<file path="src/rtl/captura_operandos.sv">
// captura_operandos: captures a 4-bit operand pair and a carry-in for an adder.
// Operands are entered one at a time with a bouncing, active-low pushbutton.
// Optional build macro CAPTURA_DEBOUNCE_EN compiles in the key debounce filter;
// without it the synchronized key level is used directly.
module captura_operandos #(
    parameter int unsigned DEBOUNCE_CICLOS = 1000000
) (
    input  logic        CLOCK_50,
    input  logic        RESET,
    input  logic [17:0] SW,
    input  logic        KEY_ENTRA,
    output logic [3:0]  A,
    output logic [3:0]  B,
    output logic        TE0,
    output logic        VALIDO,
    output logic        NOVO,
    output logic [2:0]  LEDG
);

    typedef enum logic [1:0] {
        ESPERA_A  = 2'd0,
        ESPERA_B  = 2'd1,
        RESULTADO = 2'd2
    } estado_t;

    localparam logic [2:0] LED_ESPERA_A  = 3'b001;
    localparam logic [2:0] LED_ESPERA_B  = 3'b010;
    localparam logic [2:0] LED_RESULTADO = 3'b100;

    logic    key_meta;
    logic    key_sync;
    logic    key_filt;
    logic    key_filt_q;
    logic    pulso_entra;
    estado_t estado;

    // Two-flop synchronizer for the asynchronous pushbutton; resets to released.
    always_ff @(posedge CLOCK_50) begin
        // NOTE: sequential state uses non-blocking assignments so every flop
        // samples pre-edge values, which is what makes the two-stage chain a chain.
        if (RESET) begin
            key_meta <= 1'b1;
            key_sync <= 1'b1;
        end else begin
            key_meta <= KEY_ENTRA;
            key_sync <= key_meta;
        end
    end

`ifdef CAPTURA_DEBOUNCE_EN
    localparam int unsigned          CNT_W      = $clog2(DEBOUNCE_CICLOS + 1);
    localparam logic [CNT_W-1:0]     CNT_ULTIMO = CNT_W'(DEBOUNCE_CICLOS - 1);
    localparam logic [CNT_W-1:0]     CNT_SAT    = CNT_W'(DEBOUNCE_CICLOS);

    logic [CNT_W-1:0] cnt_estavel;

    // Debounce: accept a new level only after it has differed from the filtered
    // level for DEBOUNCE_CICLOS consecutive cycles; any agreement restarts the count.
    always_ff @(posedge CLOCK_50) begin
        if (RESET) begin
            key_filt    <= 1'b1;
            cnt_estavel <= '0;
        end else if (key_sync == key_filt) begin
            cnt_estavel <= '0;
        end else if (cnt_estavel == CNT_ULTIMO) begin
            key_filt    <= key_sync;
            cnt_estavel <= '0;
        end else if (cnt_estavel != CNT_SAT) begin
            cnt_estavel <= cnt_estavel + 1'b1;
        end
    end
`else
    // Without the filter the synchronized level is taken as the clean level.
    assign key_filt = key_sync;
`endif

    // Registered press detector: one pulse the cycle after a 1->0 filtered edge.
    always_ff @(posedge CLOCK_50) begin
        if (RESET) begin
            key_filt_q  <= 1'b1;
            pulso_entra <= 1'b0;
        end else begin
            key_filt_q  <= key_filt;
            pulso_entra <= key_filt_q & ~key_filt;
        end
    end

    // Operand capture FSM with registered outputs; reset overrides a same-cycle press.
    always_ff @(posedge CLOCK_50) begin
        if (RESET) begin
            // NOTE: every output register is reset here so the adder never sees
            // stale operands flagged as valid after a reset.
            estado <= ESPERA_A;
            A      <= '0;
            B      <= '0;
            TE0    <= 1'b0;
            VALIDO <= 1'b0;
            NOVO   <= 1'b0;
            LEDG   <= LED_ESPERA_A;
        end else begin
            NOVO <= 1'b0;
            if (pulso_entra) begin
                case (estado)
                    ESPERA_A: begin
                        A      <= SW[17:14];
                        estado <= ESPERA_B;
                        LEDG   <= LED_ESPERA_B;
                        VALIDO <= 1'b0;
                    end
                    ESPERA_B: begin
                        B      <= SW[3:0];
                        TE0    <= SW[10];
                        estado <= RESULTADO;
                        LEDG   <= LED_RESULTADO;
                        VALIDO <= 1'b1;
                        NOVO   <= 1'b1;
                    end
                    RESULTADO: begin
                        estado <= ESPERA_A;
                        LEDG   <= LED_ESPERA_A;
                        VALIDO <= 1'b0;
                    end
                    default: begin
                        estado <= ESPERA_A;
                        LEDG   <= LED_ESPERA_A;
                        VALIDO <= 1'b0;
                    end
                endcase
            end
        end
    end

endmodule
</file>
<file path="config.mk">
export PLATFORM = sky130hd
export DESIGN_NAME = captura_operandos
export DESIGN_NICKNAME = d
export VERILOG_FILES = /design/src/rtl/captura_operandos.sv
export SDC_FILE = /design/constraint.sdc
export NUM_CORES = 1
export LEC_CHECK = 0
export CAP_MARGIN = 20
export CORE_MARGIN = 2
export CORE_UTILIZATION = 40
export DETAILED_ROUTE_END_ITERATION = 7
export GPL_TIMING_DRIVEN = 0
export PLACE_DENSITY = 0.83
export SLEW_MARGIN = 40
export SYNTH_ARGS = -nofsm -noshare
export SYNTH_HDL_FRONTEND = slang
export SYNTH_SLANG_ARGS = --single-unit
</file>
<file path="constraint.sdc">
create_clock -name CLOCK_50 -period 1.75 [get_ports CLOCK_50]
set_clock_uncertainty 0.05 [all_clocks]
set_input_delay 0.35 -clock CLOCK_50 [delete_from_list [all_inputs] [get_ports CLOCK_50]]
set_output_delay 0.35 -clock CLOCK_50 [all_outputs]
set_load 0.01 [all_outputs]
</file>
; Word-level counts from Yosys, hierarchy flattened
; Index checks and enable logic that the tools add are counted.
[word_totals]
regBits = 20
latch_bits = 0
ramBits = 0
romBits = 0
in_bits = 21
out_inout_bits = 14
wordCells = 22
memories = 0
[op_classes]
addsub = 0
multipliers = 0
n_div = 0
n_lt_le_gt_ge = 0
n_eq_ne = 1
shifts = 0
muxes = 3
n_bitwise = 3
n_reduce_logical = 4
[ops]
columns = op, n
row1 = case mux 3 bit (2 select lines), 1
row2 = case mux 2 bit (2 select lines), 1
row3 = AND reduction 2 bit, 2
row4 = equality test 2 x 1 -> 1 bit (second input constant), 1
row5 = zero test 2 bit, 1
row6 = NOT 1 bit, 2
row7 = OR reduction 2 bit, 1
row8 = bitwise AND 1 bit, 1
row9 = two-way mux 1 bit, 1

; Logic depth before layout (Yosys ltp)
[logic_depth]
ltp_word = 2
mapped_depth = 3
mapped_depth_nobuf = 2

; Worst setup path before layout
; OpenSTA, ideal clock, no wires.
[synth_path]
kind = flip-flop to flip-flop
startpoint = register VALIDO (netlist name)
endpoint = register B[0]
setup_ns = 0.118
arrival_time_ns = 0.902
t_required_ns = 1.582
slack_ns = 0.680
path_stages_with_launch = 4
n_path_buf = 1
synth_period_minus_slack_ns = 1.070
cell_sequence = dfxtp_1 -> and3b_1 -> buf_6 -> mux2i_1
[synth_rtl]
columns = item, line
row1 = "end signal, assigned", 111  ; B <= SW[3:0];
row2 = "end, declared", 13  ; output logic [3:0] B,

==> results.cfg <==
[status]
status = completed

[placement]
place_congestion = 0.6607
place.port_buffers = 25
dp_cells = 104
dp_hpwl_um = 886.8

[worst_setup_path]
arrival_ns = 1.29
critPathMaxFanout = 5
path_class = register to output port
crit_path_start_kind = register
endpoint_kind = output port
critical_path_required_ns = 1.35

[sta]
fin_crit_ns = 1.686
fmax_ghz = 0.5932
period_share_pct = 96.34
hold_viol_final = 0
finalSetupTns_ns = 0
timing.hold.ws_ns = 0.3622
relSlewSlack_pct = 77.20
rsz0062_at_grt = no
drv_slew = 0
tightest_slew_ns = 0.3417
setup_viol = 0

[cells_and_area]
nets = 116
final_cell_mix = 25 x clkdlybuf4s50_1, 18 x nand2b_1, 15 x dfxtp_1
layout.cells.non_filler = 110
drive_above_1_share_pct = 15.96
mostFrequentLayoutCell = clkdlybuf4s50_1
n_antenna_cell = 0
syn2layout_area_growth_pct = 46.42

[synth]
synthDistinctLibCells = 17
syn-num-nets = 84
synth-seq-cells = 17
yosysSeqAreaShare_pct = 49.91
netlist_area_um2 = 681.9
postSynthAreaPerCell_um2 = 10.82
ys_warn_count = 0
syn_inst = 63

[grt]
grt_max_degree = 11
track_usage_pct = 14.16
grt_pass1_wl_mm = 1.973
overflow = 0
antenna_found_initial = 0
grt_pass1_vias = 448

[die]
die_h_um = 45.29
core_area_um2 = 1559
dieArea_um2 = 2051
initial_core_util_pct = 43.74
fp-row-count = 14
ioPinCount = 35
die_w_um = 45.29

[routing]
wl_mm = 1.227
postRouteAntennaNets = 0
drcViolationCount = 0
via_per_inst = 4.673
vias = 514
drt-initial-drc-count = 2
wire_per_inst_um = 11.15
drtPass1Iterations = 2

[clock_network]
cts_htree_levels = 1
clock-sinks = 17
clkTransAtPathRegs_ns = 0.10
clk_latency_ns = 0.29
clock_path_buffers = 2
cts_tree = done
numCtsBuffers = 3
hold_buffers = 0
cts_root_buf = clkbuf_4

[flow_run]
max_cap_violations = 0

[pwr]
irDropWorstVdd_v = 0.0004542
p_sw_uw = 143.9
leakage_uw = 0.0003720
pwr-share-clk_pct = 31.1
pwr-share-comb_pct = 9.7
powerDensity_nw_per_um2 = 671.5
p_seq_share_pct = 59.2
p_sw_share_pct = 21.46
fin_total_pwr_uw = 670.5
power.internal_uw = 526.6

[worst_hold_path]
hold_class = register to register
-- critical path, stage by stage, from the launching register on --
cell and delay [ns]:
dfxtp_4 0.38, buf_4 0.10, clkdlybuf4s50_1 0.52
-- path summary, 6_finish.rpt --
kind                                  from     endpoint  slack [ns]  cells past startpoint
worst min register to register  key_filt_q  pulso_entra        0.36                      2
worst max-delay path                VALIDO      LEDG[2]        0.06                      2
worst min-delay path            key_filt_q  pulso_entra        0.36                      2
worst max register to register      VALIDO         A[2]        0.56                      3
-- layer usage --
layer | part of all wire (%) | track usage (%) | up-vias
li1 | - | - | 264
met1 | 44 | 15.38 | 229
met2 | 49 | 22.57 | 19
met3 | 5.7 | 7.200 | 2
met4 | 1.5 | 7.059 | 0
met5 | 0 | 0 | -
-- what timing repair did --
action	in CTS	in global routing
resized for setup	2	1
setup buffers	0	2
cloned	0	0
setup endpoints to repair	2	2
-- cell usage after synthesis --
library cell  count  area [um^2]
nand2b_1         18        112.6
buf_6             1        11.26
nor3b_4           1        18.77
dfxtp_1          17        340.3
and3b_1           1        8.760
o21ba_2           1        10.01
and2b_1           2        15.01
a211o_2           1        10.01
nand3b_1          1        7.510
clkbuf_1          2        7.510
buf_4             1        7.510
or2b_1            1        7.510
a21oi_1           1        5.000
mux2i_1           9        90.09
or2_2             3        18.77
inv_1             1        3.750
nor2_1            2        7.510
-- power groups by stage --
stage | clock [uW] | sequential [uW] | combinational (uW)
floorplan | 0 | 409 | 25.7
global placement | 0 | 407 | 64.2
detailed placement | 0 | 407 | 65.2
CTS | 217 | 397 | 65.5
global route | 232 | 398 | 70.6
finish | 209 | 397 | 64.8
-- layout make-up --
type	count	area (um^2)
buffer	4	26.28
clock buffer	4	26.28
fill	136	560.5
inverter	1	3.754
multi-input combinational	41	311.5
sequential	17	345.3
tap	16	20.02
timing repair buffer	27	265.3
-- metrics by stage --
| step | instance area [um^2] | setup slack (ns) | util (%) |
|---|---|---|---|
| after floorplan | 681.9 | 0.6798 | - |
| after global placement | 952.2 | 0.1318 | 61.08 |
| after detailed placement | 952.2 | 0.1180 | 61.08 |
| after CTS | 982.2 | 0.02142 | 63.00 |
| after global routing | 998.5 | 0.01441 | 64.04 |
| final | 998.5 | 0.06411 | 64.04 |
-- registers in the layout, summed over array words and instances (netlist names) --
register and cells:
A 4, B 4, LEDG 2, NOVO 1, TE0 1, VALIDO 1
key_filt 1, key_filt_q 1, key_meta 1, pulso_entra 1
-- cells by family (layout without fill, tap and decap cells) --
kind of cell,Yosys count,count (layout),share of synthesized area (%)
mux,9,9,13.21
compound gates,3,3,3.669
simple gates,29,29,28.81
flops,17,17,49.91
buf+inv,5,36,4.404
Note: power is estimated with default switching activity, not from simulation.
==> variant 1: new RTL, same settings <==
The option `CAPTURA_DEBOUNCE_EN` is turned on by a define.
--- a/src/rtl/captura_operandos.sv
+++ b/src/rtl/captura_operandos.sv
@@ -2,6 +2,8 @@
 // Operands are entered one at a time with a bouncing, active-low pushbutton.
 // Optional build macro CAPTURA_DEBOUNCE_EN compiles in the key debounce filter;
 // without it the synchronized key level is used directly.
+`define CAPTURA_DEBOUNCE_EN
+
 module captura_operandos #(
     parameter int unsigned DEBOUNCE_CICLOS = 1000000
 ) (
Formal check against the unedited RTL: not equivalent (a bounded check fails within 10 cycles, from zero or initial values and one cycle with RESET high).
==> variant 1 against the original RTL <==
The flow now finishes with violations (negative setup slack); utilization decreased by 6.2 points; sequential cell count increased by 22; critical path depth increased by 4; area after synthesis increased by 140%; sequential share of layout area increased by 0.30 points; power increased to 2.6 times the old value; routed wire length increased to 2.9 times the old value; final area increased by 130%; setup slack got worse by 0.46 ns; register-to-register slack got worse by 0.96 ns; first-iteration DRC count increased to 61 times the old value; critical endpoint is now key_filt$_SDFFE_PP1P_; largest power group unchanged.
==> variant 1: results (changes against the original RTL) <==
outcome: "finished, violations left"
violations: "negative setup slack"
synthesis.nets: 207  # +150%
p_comb_share_pct: 3.1  # -6.6 points
use_met1_pct: 20.7  # +5.3 points
nets: 247  # +110%
instances_no_fill: 275  # +150%
top_regs: "cnt_estavel x20, A x4, B x4"
grt.total_usage_pct: 17.5  # +3.4 points
clkPwrFrac_pct: 45.2  # +14 points
ys_types: 31  # +14
dp.final_hpwl_um: 2070  # +130%
maxSlewHeadroom_pct: 66.6  # -11 points
setup_tns_ns: -6.54  # -6.54 ns
gp_congestion: 0.762  # +15%
drtIter0Drc: 122  # +120
grt_pass1_wl_um: 5950  # +200%
finalSetupViolations: 21  # +21
gr-usage-met3_pct: 7.50  # +0.30 points
whs_ns: 0.362  # -0.000453 ns
wl_met2_um: 1770  # +190%
ir_worst_vdd_v: 0.000478  # +5.3%
p_leak_nw: 0.726  # +95%
dp_cells: 258  # +150%
slowest_delay_ns: 0.58  # +0.06 ns
worst_slack_ns: -0.397  # -0.461 ns
switching_power_mw: 0.371  # +160%
wire_per_inst_um: 13.0  # +17%
synth.top_cells.by_count: "39 x dfxtp_1, 18 x a21oi_1, 17 x nor2_1"
cts_made_buffers: 5  # +2
fill_cells: 320  # +140%
grt_util_met2_pct: 28.2  # +5.6 points
numPortBuffers: 24  # -4.0%
syn_inst: 184  # +190%
route.met3.wl_um: 212  # +200%
drtPass1Iterations: 4  # +2
grt_max_degree: 15  # +4
-- variant 1: area by class of cell --
class                           count  area, sq um  share of cell area, %
Clock inverter                      3         47.5                   2.08
Tap cell                           50         62.6                   2.74
Clock buffer                        5         68.8                   3.02
Buffer                              5         26.3                   1.15
Sequential cell                    39          796                   34.9
Timing Repair Buffer               37          357                   15.6
Multi-Input combinational cell    126          886                   38.8
Inverter                           10         37.5                   1.65
-- variant 1: logic make-up after synthesis --
logic type,count (synthesis),share of synthesized area [%]
AOI/OAI and AO/OA,34,12.4
and+or+nand+nor,76,24.8
adders and majority gates,2,1.56
muxes,4,2.50
buffers and inverters,19,4.60
DFF,39,48.7
xor gates and xnor gates,10,5.46
-- variant 1: worst min-delay path, delay by kind of cell, from the launching register on --
family,cells,cell delay (ns)
and+or+nand+nor,1,0.03
buffers and inverters,1,0.04
DFF,1,0.30
-- variant 1: path summary, 6_finish.rpt --
check,startpoint,cells after the start,to
worst max-delay path,cnt_estavel[7]$_SDFFE_PP0P_,6,key_filt$_SDFFE_PP1P_
worst min-delay path,key_filt_q$_SDFF_PP1_,2,pulso_entra$_SDFF_PP0_
worst max register to register,cnt_estavel[7]$_SDFFE_PP0P_,6,key_filt$_SDFFE_PP1P_
worst min register to register,key_filt_q$_SDFF_PP1_,2,pulso_entra$_SDFF_PP0_
-- variant 1: timing repair --
item,CTS,global route
pin swaps,12,4
cloned,1,0
resized for setup,30,15
setup buffers,9,3
setup endpoints to repair,21,21
-- variant 1: through the flow --
stage               utilization (%)  worst slack, ns
floorplan                         -           -0.355
global placement               49.0           -0.502
detailed placement             49.0           -0.470
CTS                            55.8           -0.372
global route                   57.9           -0.419
finish                         57.9           -0.397
==> variant 2: new RTL, config.mk and constraints unchanged <==
Made on the original files. Re-encode `estado_t` (3 values) as one-hot, 3 bits wide.
--- a/src/rtl/captura_operandos.sv
+++ b/src/rtl/captura_operandos.sv
@@ -17,10 +17,10 @@
     output logic [2:0]  LEDG
 );
 
-    typedef enum logic [1:0] {
-        ESPERA_A  = 2'd0,
-        ESPERA_B  = 2'd1,
-        RESULTADO = 2'd2
+    typedef enum logic [2:0] {
+        ESPERA_A  = 3'b001,
+        ESPERA_B  = 3'b010,
+        RESULTADO = 3'b100
     } estado_t;
 
     localparam logic [2:0] LED_ESPERA_A  = 3'b001;
Behaviour: no difference found for any inputs over 10 cycles, from zero or initial values and one cycle with RESET high; not proved beyond that.
==> variant 2 against the original RTL <==
Register-to-register slack improved by 0.08 ns; power rose by 7.4%; sequential cell count rose by 1; global-route usage fell by 0.63 points; final area fell by 8.1%; area after synthesis fell by 9.0%; sequential power rose by 5.8%; count of clock-buffer cells in the layout did not move; maximum frequency rose by 2.2%; routed wire length fell by 9.5%; setup slack improved by 0.036 ns; critical path type unchanged; critical endpoint is now LEDG[1]; largest power group unchanged; highest routed layer unchanged.
==> variant 2: results (changes against the original RTL) <==
rr_worst_depth: 4  # +1
drtPass1Iterations: 3  # +1
nMultiInputCombCells: 35  # -15%
ys_types: 12  # -5
p_leak_nw: 0.414  # +11%
swShare_pct: 19.8  # -1.7 points
holdCritStartpoint: "RESET"
buffers: 28  # -9.7%
slowest_delay_ns: 0.56  # +0.04 ns
use_met1_pct: 17.2  # +1.8 points
startpoint: "estado[1]$_SDFFE_PP0P_"
fill_cells: 130  # -4.4%
p_int_mw: 0.578  # +9.7%
ys_top_cells_by_area: "dfxtp_1 58%, mux2i_1 15%, nor2_1 7.9%, nand4bb_1 3.6%, a21oi_1 3.2%"
multiInputGateArea_sq_um: 224  # -28%
grt_util_met2_pct: 21.8  # -0.78 points
viasPerCell: 4.57  # -2.1%
worstHoldPathType: "in -> reg"
synthesis.nets: 80  # -4.8%
inverters: 2  # +1
yosysSeqAreaShare_pct: 58.1  # +8.2 points
outcome: "complete, no violations"
drt-met1-wl_um: 528  # -1.5%
top_regs: "A x4, B x4, estado x3"
dp.final_hpwl_um: 813  # -8.3%
finalWirelength_um: 1110  # -9.5%
grt_pass1_wl_um: 1930  # -2.4%
buf_share_pct: 29.3  # +0.13 points
drive_gt1_share_pct: 12.6  # -3.3 points
endpoint: "LEDG[1]"
maxSlewHeadroom_pct: 87.5  # +10 points
grt.total_usage_pct: 13.5  # -0.63 points
timing.rr.end: "B[3]$_SDFFE_PP0P_"
synth.top_cells.by_count: "18 x dfxtp_1, 13 x nor2_1, 9 x mux2i_1"
wl_met2_um: 539  # -10%
holdPathEnd: "estado[1]$_SDFFE_PP0P_"
variant 2: changes by cell type after synthesis, sizes merged, moves of 2 or more:
| cell | delta |
|---|---|
| clkbuf | -2 |
| nand2b | -15 |
| nand4bb | +2 |
| buf | +2 |
| and2b | -2 |
| a21oi | +3 |
| nor2 | +11 |
variant 2: metrics by stage:
stage | instances | worst slack (ns) | cell area [sq um]
6_report | 103 | 0.0999 | 917
3_3_place_gp | 99 | 0.444 | 881
3_5_place_dp | 99 | 0.427 | 881
2_1_floorplan | 59 | 0.684 | 621
5_1_grt | 103 | 0.0434 | 917
4_1_cts | 103 | 0.103 | 917
variant 2: cell families (layout without fill, tap and decap cells):
kind of cell / Yosys count / count (layout) / synth area share, %
multiplexers: 9 / 9 / 14.5
AO/OA/AOI/OAI: 5 / 5 / 4.03
flip-flops: 18 / 18 / 58.1
AND/OR/NAND/NOR: 21 / 21 / 17.5
buffers and inverters: 6 / 34 / 5.85
